File: config.mk
export PLATFORM = sky130hd
export DESIGN_NAME = cic_3_interpolator_flat
export DESIGN_NICKNAME = d
export VERILOG_FILES = /design/src/rtl/cic_3_interpolator_pkg.sv /design/src/rtl/cic_3_interpolator_if.sv /design/src/rtl/cic_3_interpolator_stage.sv /design/src/rtl/cic_3_interpolator.sv /design/src/flat_wrapper.sv
export SDC_FILE = /design/constraint.sdc
export NUM_CORES = 1
export LEC_CHECK = 0
export CAP_MARGIN = 10
export CORE_UTILIZATION = 40
export CTS_CLUSTER_DIAMETER = 50
export DETAILED_ROUTE_END_ITERATION = 8
export PLACE_DENSITY = 0.54
export SLEW_MARGIN = 20
export SYNTH_ARGS = -nofsm -noshare
export SYNTH_HDL_FRONTEND = slang
export SYNTH_SLANG_ARGS = --single-unit
export TNS_END_PERCENT = 50
File: constraint.sdc
create_clock -name clk -period 11.2 [get_ports clk]
set_input_delay 2.8 -clock clk [delete_from_list [all_inputs] [get_ports clk]]
set_output_delay 2.8 -clock clk [all_outputs]
set_load 0.03 [all_outputs]
File: src/rtl/cic_3_interpolator_pkg.sv
// Shared definitions for the CIC filter family (interpolator and decimator).
package cic_pkg;

  // Role of a cic_stage instance: difference against the held sample, or accumulate.
  typedef enum logic {
    STAGE_COMB,
    STAGE_INTEG
  } stage_mode_e;

  // Datapath width for an N-stage interpolator: the DC gain is R**(N-1).
  // The decimator uses width + $clog2(R**N) instead.
  function automatic int cic_out_width(input int width, input int r, input int n);
    return width + $clog2(r ** (n - 1));
  endfunction

endpackage

File: src/rtl/cic_3_interpolator_if.sv
// Sample-stream bundle for the CIC interpolator: rate enables, input sample, output.
interface cic_3_interpolator_if #(
  parameter int R     = 5,
  parameter int width = 2
);
  import cic_pkg::*;

  localparam int OW = cic_out_width(width, R, 3);

  logic                    en_in;
  logic                    en_out;
  logic signed [width-1:0] in;
  logic signed [OW-1:0]    out;

  modport master (output en_in, output en_out, output in, input out);
  modport slave  (input en_in, input en_out, input in, output out);

endinterface

File: src/rtl/cic_3_interpolator_stage.sv
// One enable-gated CIC register: a comb (y = d_in - previous d_in) or an
// integrator (y = running sum of d_in). All arithmetic wraps at W bits.
module cic_stage
  import cic_pkg::*;
#(
  parameter int          W    = 7,
  parameter stage_mode_e MODE = STAGE_COMB
) (
  input  logic                clk,
  input  logic                reset,
  input  logic                en,
  input  logic signed [W-1:0] d_in,
  output logic signed [W-1:0] y
);

  logic signed [W-1:0] acc_q, acc_d;

  // Next value of the stage register: hold unless enabled.
  always_comb begin
    // NOTE: default first so every path assigns acc_d; otherwise a latch is inferred.
    acc_d = acc_q;
    if (en) begin
      acc_d = (MODE == STAGE_COMB) ? d_in : acc_q + d_in;
    end
  end

  // Stage register with synchronous clear.
  always_ff @(posedge clk) begin
    // NOTE: non-blocking assignment for flops so every register samples pre-edge values.
    if (reset) acc_q <= '0;
    else       acc_q <= acc_d;
  end

  // Comb output is combinational from the register; integrator output is the register.
  assign y = (MODE == STAGE_COMB) ? d_in - acc_q : acc_q;

endmodule

File: src/rtl/cic_3_interpolator.sv
// Third-order CIC interpolator (M=1): three combs at the en_in rate, zero-stuffing
// by R via a one-shot pending flag, three integrators at the en_out rate.
module cic_3_interpolator
  import cic_pkg::*;
#(
  parameter int R     = 5,
  parameter int width = 2
) (
  input  logic                 clk,
  input  logic                 reset,
  cic_3_interpolator_if.slave  bus
);

  localparam int OW = cic_out_width(width, R, 3);

  logic signed [OW-1:0] x, c1, c2, c3;
  logic signed [OW-1:0] v, i1, i2, i3;
  logic signed [OW-1:0] u_q, u_d;
  logic                 pending_q, pending_d;

  // Sign-extend the low-rate sample into the full datapath width.
  assign x = OW'(bus.in);

  cic_stage #(.W(OW), .MODE(STAGE_COMB)) u_comb0 (
    .clk(clk), .reset(reset), .en(bus.en_in), .d_in(x),  .y(c1));
  cic_stage #(.W(OW), .MODE(STAGE_COMB)) u_comb1 (
    .clk(clk), .reset(reset), .en(bus.en_in), .d_in(c1), .y(c2));
  cic_stage #(.W(OW), .MODE(STAGE_COMB)) u_comb2 (
    .clk(clk), .reset(reset), .en(bus.en_in), .d_in(c2), .y(c3));

  // Upsample register and pending flag: en_in loads and arms (set beats clear),
  // the next en_out consumes the sample once, after which zeros are stuffed.
  always_comb begin
    u_d       = u_q;
    pending_d = pending_q;
    if (bus.en_out) pending_d = 1'b0;
    if (bus.en_in) begin
      u_d       = c3;
      pending_d = 1'b1;
    end
  end

  // Upsample register and pending flag storage.
  always_ff @(posedge clk) begin
    if (reset) begin
      u_q       <= '0;
      pending_q <= 1'b0;
    end else begin
      u_q       <= u_d;
      pending_q <= pending_d;
    end
  end

  // Zero-stuff mux: exactly one non-zero integrator input per en_in.
  assign v = pending_q ? u_q : '0;

  cic_stage #(.W(OW), .MODE(STAGE_INTEG)) u_integ0 (
    .clk(clk), .reset(reset), .en(bus.en_out), .d_in(v),  .y(i1));
  cic_stage #(.W(OW), .MODE(STAGE_INTEG)) u_integ1 (
    .clk(clk), .reset(reset), .en(bus.en_out), .d_in(i1), .y(i2));
  cic_stage #(.W(OW), .MODE(STAGE_INTEG)) u_integ2 (
    .clk(clk), .reset(reset), .en(bus.en_out), .d_in(i2), .y(i3));

  assign bus.out = i3;

endmodule

File: src/flat_wrapper.sv
// flat-port wrapper written by rule: the top's interface ports become plain ports
module cic_3_interpolator_flat import cic_pkg::*;
#(
  parameter int R     = 5,
  parameter int width = 2
)
  (clk, reset, bus_en_in, bus_en_out, bus_in, bus_out);
  cic_3_interpolator_if #(.R(R), .width(width)) bus_i ();
  input  logic clk;
  input  logic reset;
  input wire logic [$bits(bus_i.en_in)-1:0] bus_en_in;
  input wire logic [$bits(bus_i.en_out)-1:0] bus_en_out;
  input wire logic [$bits(bus_i.in)-1:0] bus_in;
  output wire logic [$bits(bus_i.out)-1:0] bus_out;
  assign bus_i.en_in = bus_en_in;
  assign bus_i.en_out = bus_en_out;
  assign bus_i.in = bus_in;
  assign bus_out = bus_i.out;
  cic_3_interpolator #(.R(R), .width(width)) u_core (.clk(clk), .reset(reset), .bus(bus_i));
endmodule
# After elaboration in Yosys (flattened, before gate mapping)
# Cells that the tools add are included.
[word_totals]
reg_bits = 45
inputBits = 6
output_inout_bits = 7
[classes]
n_addsub = 6
muxes = 3
n_reduce_logical = 1
[ops]
columns = ["op", "n"]
rows = [
  ["$add 7x7->7", 3],
  ["$sub 7x7->7", 2],
  ["$mux 7", 1],
  ["$sub 2x2->3", 1],
  ["$mux 1", 2],
  ["$reduce_bool 2->1", 1],
]

# Logic depth before layout (Yosys ltp)
[depth]
depth_word = 3
ltp_mapped = 12
ltp_nobuf = 12

# Cells and area by module
# A second synthesis with hierarchy kept.
[hier_totals]
cells_unflattened = 403
area_unflattened_um2 = 3479.6
[by_module_without_submodules]
columns = ["mod", "n_inst", "cells_each", "area_per_inst_um2"]
rows = [
  ["cic_stage (u_core.u_comb0 ...)", 3, 60, 528.0],
  ["cic_stage (u_core.u_integ0 ...)", 3, 63, 521.8],
  ["cic_3_interpolator", 1, 34, 330.3],
]

# Worst setup path after synthesis
# Ideal clock, no wire load.
[synth_path]
path_kind = "input port to flip-flop"
from = "input bus_in[0]"
to = "register u_core.u_q[6]"
arrival_ps = 5346
path_slack_ps = 5763
stages = 11
n_path_buf = 0
path_cell_list = "inv_1 > ha_1 > fa_1 > fa_1 > inv_1 > fa_1 > ha_1 > a21o_1 > a21oi_1 > nand2_1 > a311oi_1"
[synth_via]
elab_chain_len = 3
[synth_lines]
columns = ["item", "line", "rtl"]
rows = [
  ["start: declaration", "flat_wrapper.sv:13", "input wire logic [$bits(bus_i.in)-1:0] bus_in;"],
  ["$sub 2x2->3", "cic_3_interpolator_stage.sv:35", "assign y = (MODE == STAGE_COMB) ? d_in - acc_q : acc_q;"],
  ["$sub 7x7->7", "cic_3_interpolator_stage.sv:35", ""],
  ["via u_core.c2[2]", "cic_3_interpolator.sv:16", "logic signed [OW-1:0] x, c1, c2, c3;"],
  ["$sub 7x7->7", "cic_3_interpolator_stage.sv:35", ""],
  ["end signal: assignment", "cic_3_interpolator.sv:49", "u_q <= u_d;"],
  ["end: declaration", "cic_3_interpolator.sv:18", "logic signed [OW-1:0] u_q, u_d;"],
]
# The timed path passes the listed nets, and every way through them passes these cells.
# A chain may end at the register's enable or synchronous reset.

# Final worst setup path
# Ends and elaborated chain as after synthesis.

==> out/metrics.yaml <==
ir_drop_mv: 0.0743
grt-ovfl-total: 0
yosys.area_share.xor_xnor: 0.0312
r2r_slack_ns: 8.14
cts.clk_slew.worst_paths_ns: 0.07
dominantRegCellSynth: "dfxtp_1"
fin_ws_ns: 5.41
synth_edf_count: 0
hold_depth: 1
cellLeakagePower_nw: 1.13
antenna_found_initial: 0
drv_slew: 0
num-nets-final: 347
grt_pass1_wl_mm: 8.02
pwr-share-comb: 0.269
synthesis.nets: 337
syn_to_final_growth_pct: 10.1
maxSlewHeadroom: 0.506
fmax_mhz: 173
fillers: 577
p_per_area_nw_per_um2: 126
wl_per_cell_um: 12.2
worst_pin_slew_ns: 0.739
path_depth: 12
cts.hold.buffers_added: 0
cp_top_family: "adder cells"
synth_fa_ha_area_frac: 0.194
drt_iter0_drc: 50
initial_utilization: 0.422
cp-start-kind: "primary input"
p_switching_uw: 109
die_area_um2: 6640
async_flop_share: 0
routed_wl_mm: 4.63
grt_setup_unrepaired: "no"
synth_seq_area_share: 0.317
cts_setup_buffers: 0
clk_path_buf_depth: 2
ys.warnings.count: 0
dp.final_hpwl_mm: 3.29
slowest_delay_ns: 0.49
pre_cts_ws_ns: 5.09
drive_gt1_frac: 0.0392
seqCellArea_um2: 801
vias_per_cell: 5.13
worst-path-buf-inv: 3
setup_tns_ns: 0
gr-usage-all-layers: 0.162
drc: 0
insertion_delay_ns: 0.30
ys_seq_elements: 40
multi_input_area_um2: 1580
intPower_uw: 241
critPathArrivalTime_ns: 6.00
switching_share: 0.312
required_ns: 11.41
fin_worst_skew_ns: 0.00873
core_area_um2: 5990
status: "completed"
synth_compound_area_frac: 0.183
pwr-share-clk: 0.266
htreeDepth: 2
postRouteAntennaNets: 0
critPathCaptureType: "flop"
synth_top_family_by_area: "adder cells"
syn_area_per_cell_um2: 8.53
grt_start_max_net_pins: 40
drv_cap: 0
hold_viol: 0
post-route-util: 0.464
setup_viol: 0
critical_path_class: "primary input to flop"
routabilityCongestion: 0.736
ys_types: 35
n_antenna_cell: 0
post_cts_resize_count: 0
dieHeight_um: 81.5
crit_fanout: 3
tritoncts: "built"
via_count: 1953
slowest_stage: "fa_1"
cp_cell_sequence: "clkdlybuf4s50_1, inv_1, ha_1, fa_1, fa_1, inv_1, fa_1, ha_1, a21o_1, a21oi_1, nand2_1, a311oi_1"
numCtsBuffers: 5
rows: 28
grt_pass1_vias: 1824
cpMostUsedCell: "fa_1"
cts_sinks: 40
cts-root-buf: "clkbuf_8"
synthCells: 296
reg2regPathDepth: 10
fin_crit_sh: 0.517
p_seq_frac: 0.465
dr.pass1.iters: 4
hold_class: "flop to flop"
synthMuxAreaShare: 0.0436
io_pins: 13
synth_area_um2: 2530
period_minus_slack_ns: 5.79
hold_ws_ns: 0.455
die_x_um: 81.5
port_buffers: 12
synthSimpleGateAreaFrac: 0.172
-- registers in the layout, summed over array words and instances, names as in the netlist --
signal / count
u_core.u_comb1.acc_q: 3
u_core.u_integ0.y: 7
u_core.u_q: 7
u_core.pending_q: 1
u_core.u_comb0.acc_q: 2
u_core.u_integ2.y: 7
u_core.u_integ1.y: 7
u_core.u_comb2.acc_q: 6
-- synth_stat cells (all sizes together) (4+ instances only) --
cell / number / area (um^2)
nor3: 7 / 35.0
ha: 28 / 350
dfxtp: 40 / 801
nand2b: 7 / 43.8
nor2b: 8 / 50.1
and2: 5 / 31.3
fa: 7 / 140
nor3b: 6 / 50.1
xnor2: 5 / 43.8
inv: 29 / 109
nand2: 9 / 33.8
o21ai: 14 / 70.1
nor2: 39 / 146
mux2i: 11 / 110
a211oi: 13 / 97.6
a21oi: 24 / 120
o22ai: 5 / 31.3
o21a: 7 / 52.6
buf: 6 / 25.0
clkbuf: 4 / 15.0
xor2: 4 / 35.0
-- routing by layer --
| metal | vias to the layer above | GRT usage | wire length (um) |
|---|---|---|---|
| met5 | - | 0 | 0 |
| met2 | 15 | 0.294 | 2320 |
| met4 | 0 | 0.0750 | 71 |
| met1 | 884 | 0.176 | 2120 |
| met3 | 7 | 0.0367 | 124 |
| li1 | 1047 | - | - |
-- worst reg2reg max path, stage by stage, from the launching register on --
cell and delay, ns:
dfxtp_1 0.31, ha_1 0.18, fa_1 0.49, fa_1 0.41, inv_1 0.07, fa_1 0.43, ha_1 0.33, a21o_1 0.19
a21oi_1 0.23, nand2_1 0.08, a311oi_1 0.23
-- through the flow --
step / cell area, um^2 / power, mW / cells
after floorplan: 2530 / 0.241 / 296
after global placement: 2710 / 0.260 / 374
after detailed placement: 2710 / 0.262 / 374
after CTS: 2790 / 0.356 / 381
after global routing: 2780 / 0.375 / 381
final: 2780 / 0.350 / 381
-- cell families after synthesis --
kind of cell / Yosys count
xor gates and xnor gates: 9
DFF: 40
AOI/OAI and AO/OA: 74
and+or+nand+nor: 88
buffers and inverters: 39
muxes: 11
adders and majority gates: 35
-- power by group through the flow --
stage	logic [mW]	registers [mW]	clock network, mW
global route	0.109	0.165	0.101
detailed placement	0.0952	0.166	0
CTS	0.0958	0.163	0.0973
floorplan	0.0745	0.166	0
finish	0.0943	0.163	0.0932
global placement	0.0937	0.166	0
-- final timing paths --
| check | startpoint | end |
|---|---|---|
| setup reg to reg | u_core.u_comb0.acc_q[0] | u_core.u_q[6] |
| setup / recovery | bus_in[0] | u_core.u_q[6] |
| hold reg to reg | u_core.u_comb2.acc_q[5] | u_core.u_comb2.acc_q[5] |
| hold / removal | u_core.u_comb2.acc_q[5] | u_core.u_comb2.acc_q[5] |
-- final cells by class --
cell class | count | area share
Sequential cell | 40 | 0.288
Clock inverter | 1 | 0.00180
Multi-Input combinational cell | 217 | 0.567
Clock buffer | 6 | 0.0261
Inverter | 29 | 0.0392
Timing Repair Buffer | 13 | 0.0441
Tap cell | 75 | 0.0338
-- layout by cell type (no fill, tap or decap), drive strengths merged --
cell,n
a31o,2
nor2,39
nor4b,1
a21o,1
o22ai,5
nor3b,6
and3,1
buf,2
fa,7
a21oi,24
dfxtp,40
o32ai,1
nand3,3
o21bai,3
o31a,3
nand2b,7
inv,29
and2,5
clkinv,1
a311oi,1
xnor2,5
o21a,7
xor2,4
o21ai,14
or4,1
nor3,7
mux2i,11
ha,28
nor2b,8
clkbuf,6
nand2,9
a211oi,13
nor4,1
clkdlybuf4s50,11
Power figures use the tool's default switching activity.
